`config.mk`:
```
export PLATFORM = sky130hd
export DESIGN_NAME = rgb_to_ycbcr_cfg_flat
export DESIGN_NICKNAME = d
export VERILOG_FILES = /design/src/rtl/rgb_to_ycbcr_cfg_if.sv /design/src/rtl/rgb_to_ycbcr_cfg.sv /design/src/flat_wrapper.sv
export SDC_FILE = /design/constraint.sdc
export NUM_CORES = 1
export LEC_CHECK = 0
export CORE_MARGIN = 2
export CORE_UTILIZATION = 65
export DETAILED_ROUTE_END_ITERATION = 16
export PLACE_DENSITY = 0.94
export SYNTH_ARGS = -nofsm -noshare
export SYNTH_HDL_FRONTEND = slang
export SYNTH_SLANG_ARGS = --single-unit
```
`constraint.sdc`:
```
create_clock -name clk -period 14.1 [get_ports clk]
set_input_delay 2.115 -clock clk [delete_from_list [all_inputs] [get_ports clk]]
set_output_delay 2.115 -clock clk [all_outputs]
set_load 0.02 [all_outputs]
```
`src/rtl/rgb_to_ycbcr_cfg_if.sv`:
```
// Video stream bundle for the RGB->YCbCr converter: raw RGB with syncs and mode select in,
// YCbCr with delayed syncs out.
interface rgb_to_ycbcr_cfg_if #(
    parameter int R_W = 5,
    parameter int G_W = 6,
    parameter int B_W = 5
);
    logic           pre_frame_vsync;
    logic           pre_frame_hsync;
    logic           pre_frame_de;
    logic [R_W-1:0] img_red;
    logic [G_W-1:0] img_green;
    logic [B_W-1:0] img_blue;
    logic [1:0]     cfg_mode;
    logic           post_frame_vsync;
    logic           post_frame_hsync;
    logic           post_frame_de;
    logic [7:0]     img_y;
    logic [7:0]     img_cb;
    logic [7:0]     img_cr;

    modport master (
        output pre_frame_vsync, pre_frame_hsync, pre_frame_de,
        output img_red, img_green, img_blue, cfg_mode,
        input  post_frame_vsync, post_frame_hsync, post_frame_de,
        input  img_y, img_cb, img_cr
    );

    modport slave (
        input  pre_frame_vsync, pre_frame_hsync, pre_frame_de,
        input  img_red, img_green, img_blue, cfg_mode,
        output post_frame_vsync, post_frame_hsync, post_frame_de,
        output img_y, img_cb, img_cr
    );
endinterface

```
`src/rtl/rgb_to_ycbcr_cfg.sv`:
```
// Three-stage RGB->YCbCr converter with frame-synchronous BT.601/BT.709/Y-only selection,
// rounding, saturation and sync signals kept aligned with the pixel data.
module rgb_to_ycbcr_cfg #(
    parameter int R_W      = 5,
    parameter int G_W      = 6,
    parameter int B_W      = 5,
    parameter bit EN_ROUND = 1'b1
) (
    input logic               clk,
    input logic               rst_n,
    rgb_to_ycbcr_cfg_if.slave bus
);
    localparam logic signed [18:0] RND = EN_ROUND ? 19'sd128 : 19'sd0;
    localparam logic signed [18:0] OFS = 19'sd32768;

    // Order: Y(R,G,B), Cb(R,G,B), Cr(R,G,B); signs are applied in the adder stage.
    localparam logic [7:0] C601 [9] = '{8'd77, 8'd150, 8'd29, 8'd43, 8'd85, 8'd128, 8'd128, 8'd107, 8'd21};
    localparam logic [7:0] C709 [9] = '{8'd54, 8'd183, 8'd19, 8'd29, 8'd99, 8'd128, 8'd128, 8'd116, 8'd12};

    logic [7:0] r8, g8, b8;

    generate
        if (R_W == 8) begin : g_r_pass
            assign r8 = bus.img_red;
        end else begin : g_r_exp
            assign r8 = {bus.img_red, bus.img_red[R_W-1 -: 8-R_W]};
        end
        if (G_W == 8) begin : g_g_pass
            assign g8 = bus.img_green;
        end else begin : g_g_exp
            assign g8 = {bus.img_green, bus.img_green[G_W-1 -: 8-G_W]};
        end
        if (B_W == 8) begin : g_b_pass
            assign b8 = bus.img_blue;
        end else begin : g_b_exp
            assign b8 = {bus.img_blue, bus.img_blue[B_W-1 -: 8-B_W]};
        end
    endgenerate

    logic [7:0]  pix [3];
    assign pix[0] = r8;
    assign pix[1] = g8;
    assign pix[2] = b8;

    logic        vsync_q_reg;
    logic [1:0]  active_mode_reg;
    logic        use_709;
    logic [15:0] prod [9];
    logic [15:0] prod_reg [9];
    logic [1:0]  tag_s1_reg, tag_s2_reg;
    logic signed [18:0] y_sum_next, cb_sum_next, cr_sum_next;
    logic signed [18:0] y_sum_reg, cb_sum_reg, cr_sum_reg;
    logic [7:0]  y_reg, cb_reg, cr_reg;
    logic [2:0]  sync_sr_reg [3];

    assign use_709 = (active_mode_reg == 2'b01);

    genvar gi;
    generate
        for (gi = 0; gi < 9; gi++) begin : g_prod
            assign prod[gi] = 16'(pix[gi % 3]) * 16'(use_709 ? C709[gi] : C601[gi]);
        end
    endgenerate

    function automatic logic signed [18:0] ext(input logic [15:0] p);
        return $signed({3'b000, p});
    endfunction

    function automatic logic [7:0] clamp8(input logic signed [18:0] s);
        logic signed [18:0] t;
        t = s >>> 8;
        if (t < 0)
            return 8'd0;
        else if (t > 255)
            return 8'd255;
        else
            return t[7:0];
    endfunction

    assign y_sum_next  = ext(prod_reg[0]) + ext(prod_reg[1]) + ext(prod_reg[2]) + RND;
    assign cb_sum_next = OFS + RND - ext(prod_reg[3]) - ext(prod_reg[4]) + ext(prod_reg[5]);
    assign cr_sum_next = OFS + RND + ext(prod_reg[6]) - ext(prod_reg[7]) - ext(prod_reg[8]);

    // A new mode is taken only on the rising vsync edge; the tag keeps in-flight pixels consistent.
    always_ff @(posedge clk or negedge rst_n) begin
        if (!rst_n) begin
            vsync_q_reg     <= 1'b0;
            active_mode_reg <= 2'b00;
            tag_s1_reg      <= 2'b00;
            tag_s2_reg      <= 2'b00;
            y_sum_reg       <= '0;
            cb_sum_reg      <= '0;
            cr_sum_reg      <= '0;
            y_reg           <= 8'd0;
            cb_reg          <= 8'd0;
            cr_reg          <= 8'd0;
            for (int i = 0; i < 9; i++) prod_reg[i] <= 16'd0;
            for (int i = 0; i < 3; i++) sync_sr_reg[i] <= 3'b000;
        end else begin
            vsync_q_reg <= bus.pre_frame_vsync;
            if (bus.pre_frame_vsync && !vsync_q_reg)
                active_mode_reg <= bus.cfg_mode;

            for (int i = 0; i < 9; i++) prod_reg[i] <= prod[i];
            tag_s1_reg <= active_mode_reg;

            y_sum_reg  <= y_sum_next;
            cb_sum_reg <= cb_sum_next;
            cr_sum_reg <= cr_sum_next;
            tag_s2_reg <= tag_s1_reg;

            y_reg <= clamp8(y_sum_reg);
            if (tag_s2_reg == 2'b10) begin
                cb_reg <= 8'd128;
                cr_reg <= 8'd128;
            end else begin
                cb_reg <= clamp8(cb_sum_reg);
                cr_reg <= clamp8(cr_sum_reg);
            end

            sync_sr_reg[0] <= {bus.pre_frame_vsync, bus.pre_frame_hsync, bus.pre_frame_de};
            sync_sr_reg[1] <= sync_sr_reg[0];
            sync_sr_reg[2] <= sync_sr_reg[1];
        end
    end

    assign bus.post_frame_vsync = sync_sr_reg[2][2];
    assign bus.post_frame_hsync = sync_sr_reg[2][1];
    assign bus.post_frame_de    = sync_sr_reg[2][0];
    assign bus.img_y  = sync_sr_reg[2][0] ? y_reg  : 8'd0;
    assign bus.img_cb = sync_sr_reg[2][0] ? cb_reg : 8'd0;
    assign bus.img_cr = sync_sr_reg[2][0] ? cr_reg : 8'd0;
endmodule
```
`src/flat_wrapper.sv`:
```
// flat-port wrapper written by rule: the top's interface ports become plain ports
module rgb_to_ycbcr_cfg_flat 
#(
    parameter int R_W      = 5,
    parameter int G_W      = 6,
    parameter int B_W      = 5,
    parameter bit EN_ROUND = 1'b1
)
  (clk, rst_n, bus_pre_frame_vsync, bus_pre_frame_hsync, bus_pre_frame_de, bus_img_red, bus_img_green, bus_img_blue, bus_cfg_mode, bus_post_frame_vsync, bus_post_frame_hsync, bus_post_frame_de, bus_img_y, bus_img_cb, bus_img_cr);
  rgb_to_ycbcr_cfg_if #(.R_W(R_W), .G_W(G_W), .B_W(B_W)) bus_i ();
  input logic clk;
  input logic rst_n;
  input wire logic [$bits(bus_i.pre_frame_vsync)-1:0] bus_pre_frame_vsync;
  input wire logic [$bits(bus_i.pre_frame_hsync)-1:0] bus_pre_frame_hsync;
  input wire logic [$bits(bus_i.pre_frame_de)-1:0] bus_pre_frame_de;
  input wire logic [$bits(bus_i.img_red)-1:0] bus_img_red;
  input wire logic [$bits(bus_i.img_green)-1:0] bus_img_green;
  input wire logic [$bits(bus_i.img_blue)-1:0] bus_img_blue;
  input wire logic [$bits(bus_i.cfg_mode)-1:0] bus_cfg_mode;
  output wire logic [$bits(bus_i.post_frame_vsync)-1:0] bus_post_frame_vsync;
  output wire logic [$bits(bus_i.post_frame_hsync)-1:0] bus_post_frame_hsync;
  output wire logic [$bits(bus_i.post_frame_de)-1:0] bus_post_frame_de;
  output wire logic [$bits(bus_i.img_y)-1:0] bus_img_y;
  output wire logic [$bits(bus_i.img_cb)-1:0] bus_img_cb;
  output wire logic [$bits(bus_i.img_cr)-1:0] bus_img_cr;
  assign bus_i.pre_frame_vsync = bus_pre_frame_vsync;
  assign bus_i.pre_frame_hsync = bus_pre_frame_hsync;
  assign bus_i.pre_frame_de = bus_pre_frame_de;
  assign bus_i.img_red = bus_img_red;
  assign bus_i.img_green = bus_img_green;
  assign bus_i.img_blue = bus_img_blue;
  assign bus_i.cfg_mode = bus_cfg_mode;
  assign bus_post_frame_vsync = bus_i.post_frame_vsync;
  assign bus_post_frame_hsync = bus_i.post_frame_hsync;
  assign bus_post_frame_de = bus_i.post_frame_de;
  assign bus_img_y = bus_i.img_y;
  assign bus_img_cb = bus_i.img_cb;
  assign bus_img_cr = bus_i.img_cr;
  rgb_to_ycbcr_cfg #(.R_W(R_W), .G_W(G_W), .B_W(B_W), .EN_ROUND(EN_ROUND)) u_core (.clk(clk), .rst_n(rst_n), .bus(bus_i));
endmodule
```
* After elaboration in Yosys (flattened, before gate mapping)
Index checks and enable logic that the tools add are counted.
Word-level totals: register bits 225, input bits 23, word-level logic and storage cells 66
Operators by class: add/subtract/negate cells 9, multiply operators 7, $lt $le $gt $ge 6, equal/unequal tests 2, mux-type cells 18, reductions and logical operators 2
Operators with widths (number):
- $mul 8x16->16 | 7
- $mux 8 | 11
- $sub 19x17->19 | 3
- $gt 11x9->1 const B | 3
- $lt 11x1->1 const B | 3
- $add 19x16->19 | 1
- $add 19x17->19 | 1
- $add 19x9->19 const B | 1
- $mux 6 | 3
- $add 16x15->17 const A | 1
- $add 16x16->17 | 1
- $sub 16x16->17 const A | 1
- $mux 5 | 2
- $mux 7 | 1
- $mux 4 | 1
- $eq 2x1->1 const B | 1
- $eq 2x2->1 const B | 1
- $logic_and 1x1->1 | 1
- $logic_not 1->1 | 1

* Logic depth before layout (Yosys ltp)
depth after elaboration 4, depth in mapped cells 21, mapped depth without buffers 19

* Worst setup path after synthesis
Ideal clock, no wire load.
kind input to register, start input port bus_img_green[1], end register u_core.prod_reg[31] (netlist bit), library setup time 0.087 ns, arrival 6.196 ns, data required time 14.013 ns, path slack 7.818 ns, stages 15, buffers on the path 0, cells stage by stage nand2_1 -> inv_1 -> fa_1 -> inv_1 -> fa_1 -> fa_1 -> inv_1 -> fa_1 -> ha_1 -> a21o_1 -> a31o_1 -> a41o_1 -> o41ai_4 -> or4b_1 -> o211ai_1
RTL lines:
- start, declared | line flat_wrapper.sv:17 | input wire logic [$bits(bus_i.img_green)-1:0] bus_img_green;
- end, declared | line rgb_to_ycbcr_cfg.sv:49 | logic [15:0] prod_reg [9];

==> run summary <==
Clock transition at path regs -> 70 ps
First-pass GRT wire length -> 66000 µm
Clk Latency, worst-skew pair -> 450 ps
RSZ-0062 raised after global routing -> false
Finished Layout Cells -> 2108
Yosys reg bits -> 186
DP Wirelength -> 30700 µm
Post_cts resized -> 0
Crit start category -> input port
Netlist cell types -> 61
Post-layout min period -> 7300 ps
ANT nets after route -> 0
Post-Syn Instances -> 1698
Class of the worst hold path -> reg -> reg
Die Y -> 166 µm
Setup Viol. Count Final -> 0
Grt ovf -> 0
Vias per Instance -> 5.89
Largest net degree at the start of global routing -> 104
Final Hold Fails -> 0
Final nets -> 2242
Critical Path End Type -> flip-flop
Num CTS Buffers -> 17
Slew HR -> 29.3%
Post-Syn Area -> 17100 µm²
WL met1 -> 15900 µm
Post-placement cell area -> 18000 µm²
RR Endpoint -> u_core.prod_reg[31]$_DFF_PN0_
Outcome -> complete, no violations
DR WL met2 -> 19800 µm
Register area share after synthesis -> 27.2%
Synth-to-Final Area Change -> 8.87%
Highest metal used -> met4
Top Ports -> 50
Most common cell after layout, fill and taps aside -> ha_1
Worst Path Max Fanout -> 14
Htree depth -> 4
Cell Rows -> 59
Routed wire length -> 40100 µm
MaxCap Viol Count -> 0
Post-CTS setup repair buffer count -> 0
DR vias -> 12423
Pre-antenna DRT Iters -> 9
Synth Flop Type -> dfrtp_1
Cells on worst reg2reg path -> 18
Ant. Diodes -> 0
Initial Util -> 65.8%
Crit path DAT -> 7650 ps
YS warnings -> 0
Clock skew -> 8.27 ps
Setup TNS -> 0 ps
DRC viols -> 0
Fin area -> 18600 µm²
CTS Hold Buffers Added -> 0
Met3 routed WL -> 2630 µm
Fmax -> 137 MHz
PortBufs -> 49
Number of synthesized flops with an enable pin -> 0
Syn avg cell area -> 10.1 µm²
Reg2reg start -> u_core.active_mode_reg[1]$_DFFE_PN0P_
CTS tree -> done
# clock sinks -> 186
Vias in the first global route -> 13341
CTS root buffer -> clkbuf_16
RePlAce Congestion -> 0.963
Total track usage -> 30.1%
Layout cells sized above 1 -> 2.93%
Placed insts -> 2077
WL/cell -> 19.0 µm
Clock buffer depth -> 2
Max reg flops -> 115
Fill count -> 1709
Commonest non-fill, non-tap cells in the layout -> ha_1, inv_1, dfrtp_1, fa_1, nor2_1
Final core occ -> 71.7%
Placeable Area -> 26000 µm²
Die width -> 166 µm
Hold EP -> u_core.bus.post_frame_vsync$_DFF_PN0_
Crit path kind -> in -> reg
Synth async-reset ratio -> 100%
Final count of pins violating max slew -> 0
Starting DRT DRC Count -> 864
Critical path required time -> 14460 ps
Hold Crit Depth -> 0
Final worst path period share -> 51.7%
Worst-margin pin slew -> 1060 ps
Antenna violations before repair -> 0
HP Start -> u_core.sync_sr_reg[5]$_DFF_PN0_
Reg2Reg Setup Slack -> 8410 ps
Die area -> 27600 µm²
## metal layers
layer | vias to the layer above | track usage [%]
met1 | 6068 | 37.6
met3 | 144 | 4.58
li1 | 5694 | -
met5 | - | 0
met4 | 0 | 14.0
met2 | 517 | 51.8
## Yosys cell counts, types with 3 or more instances
master / n / area share (%)
a2111oi_0: 3 / 0.15
a211oi_1: 8 / 0.35
a21o_1: 35 / 1.5
a21oi_1: 70 / 2.0
a31o_2: 3 / 0.15
a31oi_1: 5 / 0.18
and2_1: 32 / 1.2
and3_1: 12 / 0.44
and4_1: 4 / 0.20
clkbuf_1: 22 / 0.48
dfrtp_1: 186 / 27
fa_1: 129 / 15
ha_1: 329 / 24
inv_1: 315 / 6.9
mux2_2: 3 / 0.20
mux2i_1: 3 / 0.18
nand2_1: 75 / 1.6
nand2b_1: 10 / 0.37
nand3_1: 17 / 0.50
nand3b_1: 3 / 0.13
nand4_1: 7 / 0.26
nor2_1: 95 / 2.1
nor2b_1: 18 / 0.66
nor3_1: 29 / 0.85
nor4_1: 4 / 0.15
o211ai_1: 3 / 0.13
o21a_1: 28 / 1.2
o21ai_0: 39 / 1.1
o21bai_1: 10 / 0.44
o311a_1: 4 / 0.23
o31ai_1: 5 / 0.22
o41a_1: 3 / 0.20
o41ai_1: 9 / 0.46
or2_2: 8 / 0.29
or3_1: 11 / 0.40
xnor2_1: 94 / 4.8
xor2_1: 33 / 1.7
## per-stage QoR
stage          hold WS, ps  setup slack (ps)
2_1_floorplan          331              7820
3_3_place_gp           331              6700
3_5_place_dp           337              6550
4_1_cts                354              6880
5_1_grt                358              6600
6_report               353              6800
## cell type report
cell class | instances | area [µm²] | share of cell area, %
multi-input cells | 1189 | 11200 | 60.3
clock buffers | 18 | 429 | 2.30
well taps | 335 | 419 | 2.25
repair buffers | 51 | 507 | 2.72
flip-flops and latches | 186 | 4650 | 25.0
clock inverters | 13 | 189 | 1.01
inverters | 316 | 1190 | 6.37
## worst max-delay path, stage by stage
cell             delay (ps)
clkdlybuf4s50_1         950
nand2_1                 300
inv_1                   260
xnor2_1                 200
ha_1                    330
inv_1                    50
fa_1                    530
inv_1                    50
fa_1                    530
inv_1                    50
fa_1                    500
inv_1                    50
ha_1                    360
nor2b_1                 180
o41ai_1                 360
o21ai_0                 220
o41ai_1                 400
xnor2_1                 180
## cell families after synthesis
| family | count (synthesis) | share of synthesized area, % |
|---|---|---|
| simple gates | 334 | 9.58 |
| flops | 186 | 27.2 |
| xor+xnor | 127 | 6.50 |
| mux | 6 | 0.373 |
| fa+ha+maj | 458 | 39.2 |
| other cells | 2 | 0.0439 |
| buf+inv | 339 | 7.44 |
| compound gates | 246 | 9.69 |
## worst max path at each step
stage	from	to	depth (start not counted)
floorplan	bus_img_green[1]	u_core.prod_reg[31]$_DFF_PN0_	15
global placement	bus_img_green[5]	u_core.prod_reg[78]$_DFF_PN0_	18
detailed placement	bus_img_green[5]	u_core.prod_reg[78]$_DFF_PN0_	18
CTS	bus_img_green[5]	u_core.prod_reg[78]$_DFF_PN0_	18
global route	bus_img_green[5]	u_core.prod_reg[78]$_DFF_PN0_	18
finish	bus_img_green[5]	u_core.prod_reg[78]$_DFF_PN0_	18
Power is not shown: default switching activity piles up to over one toggle a cycle in this logic, so the estimate is an artifact.
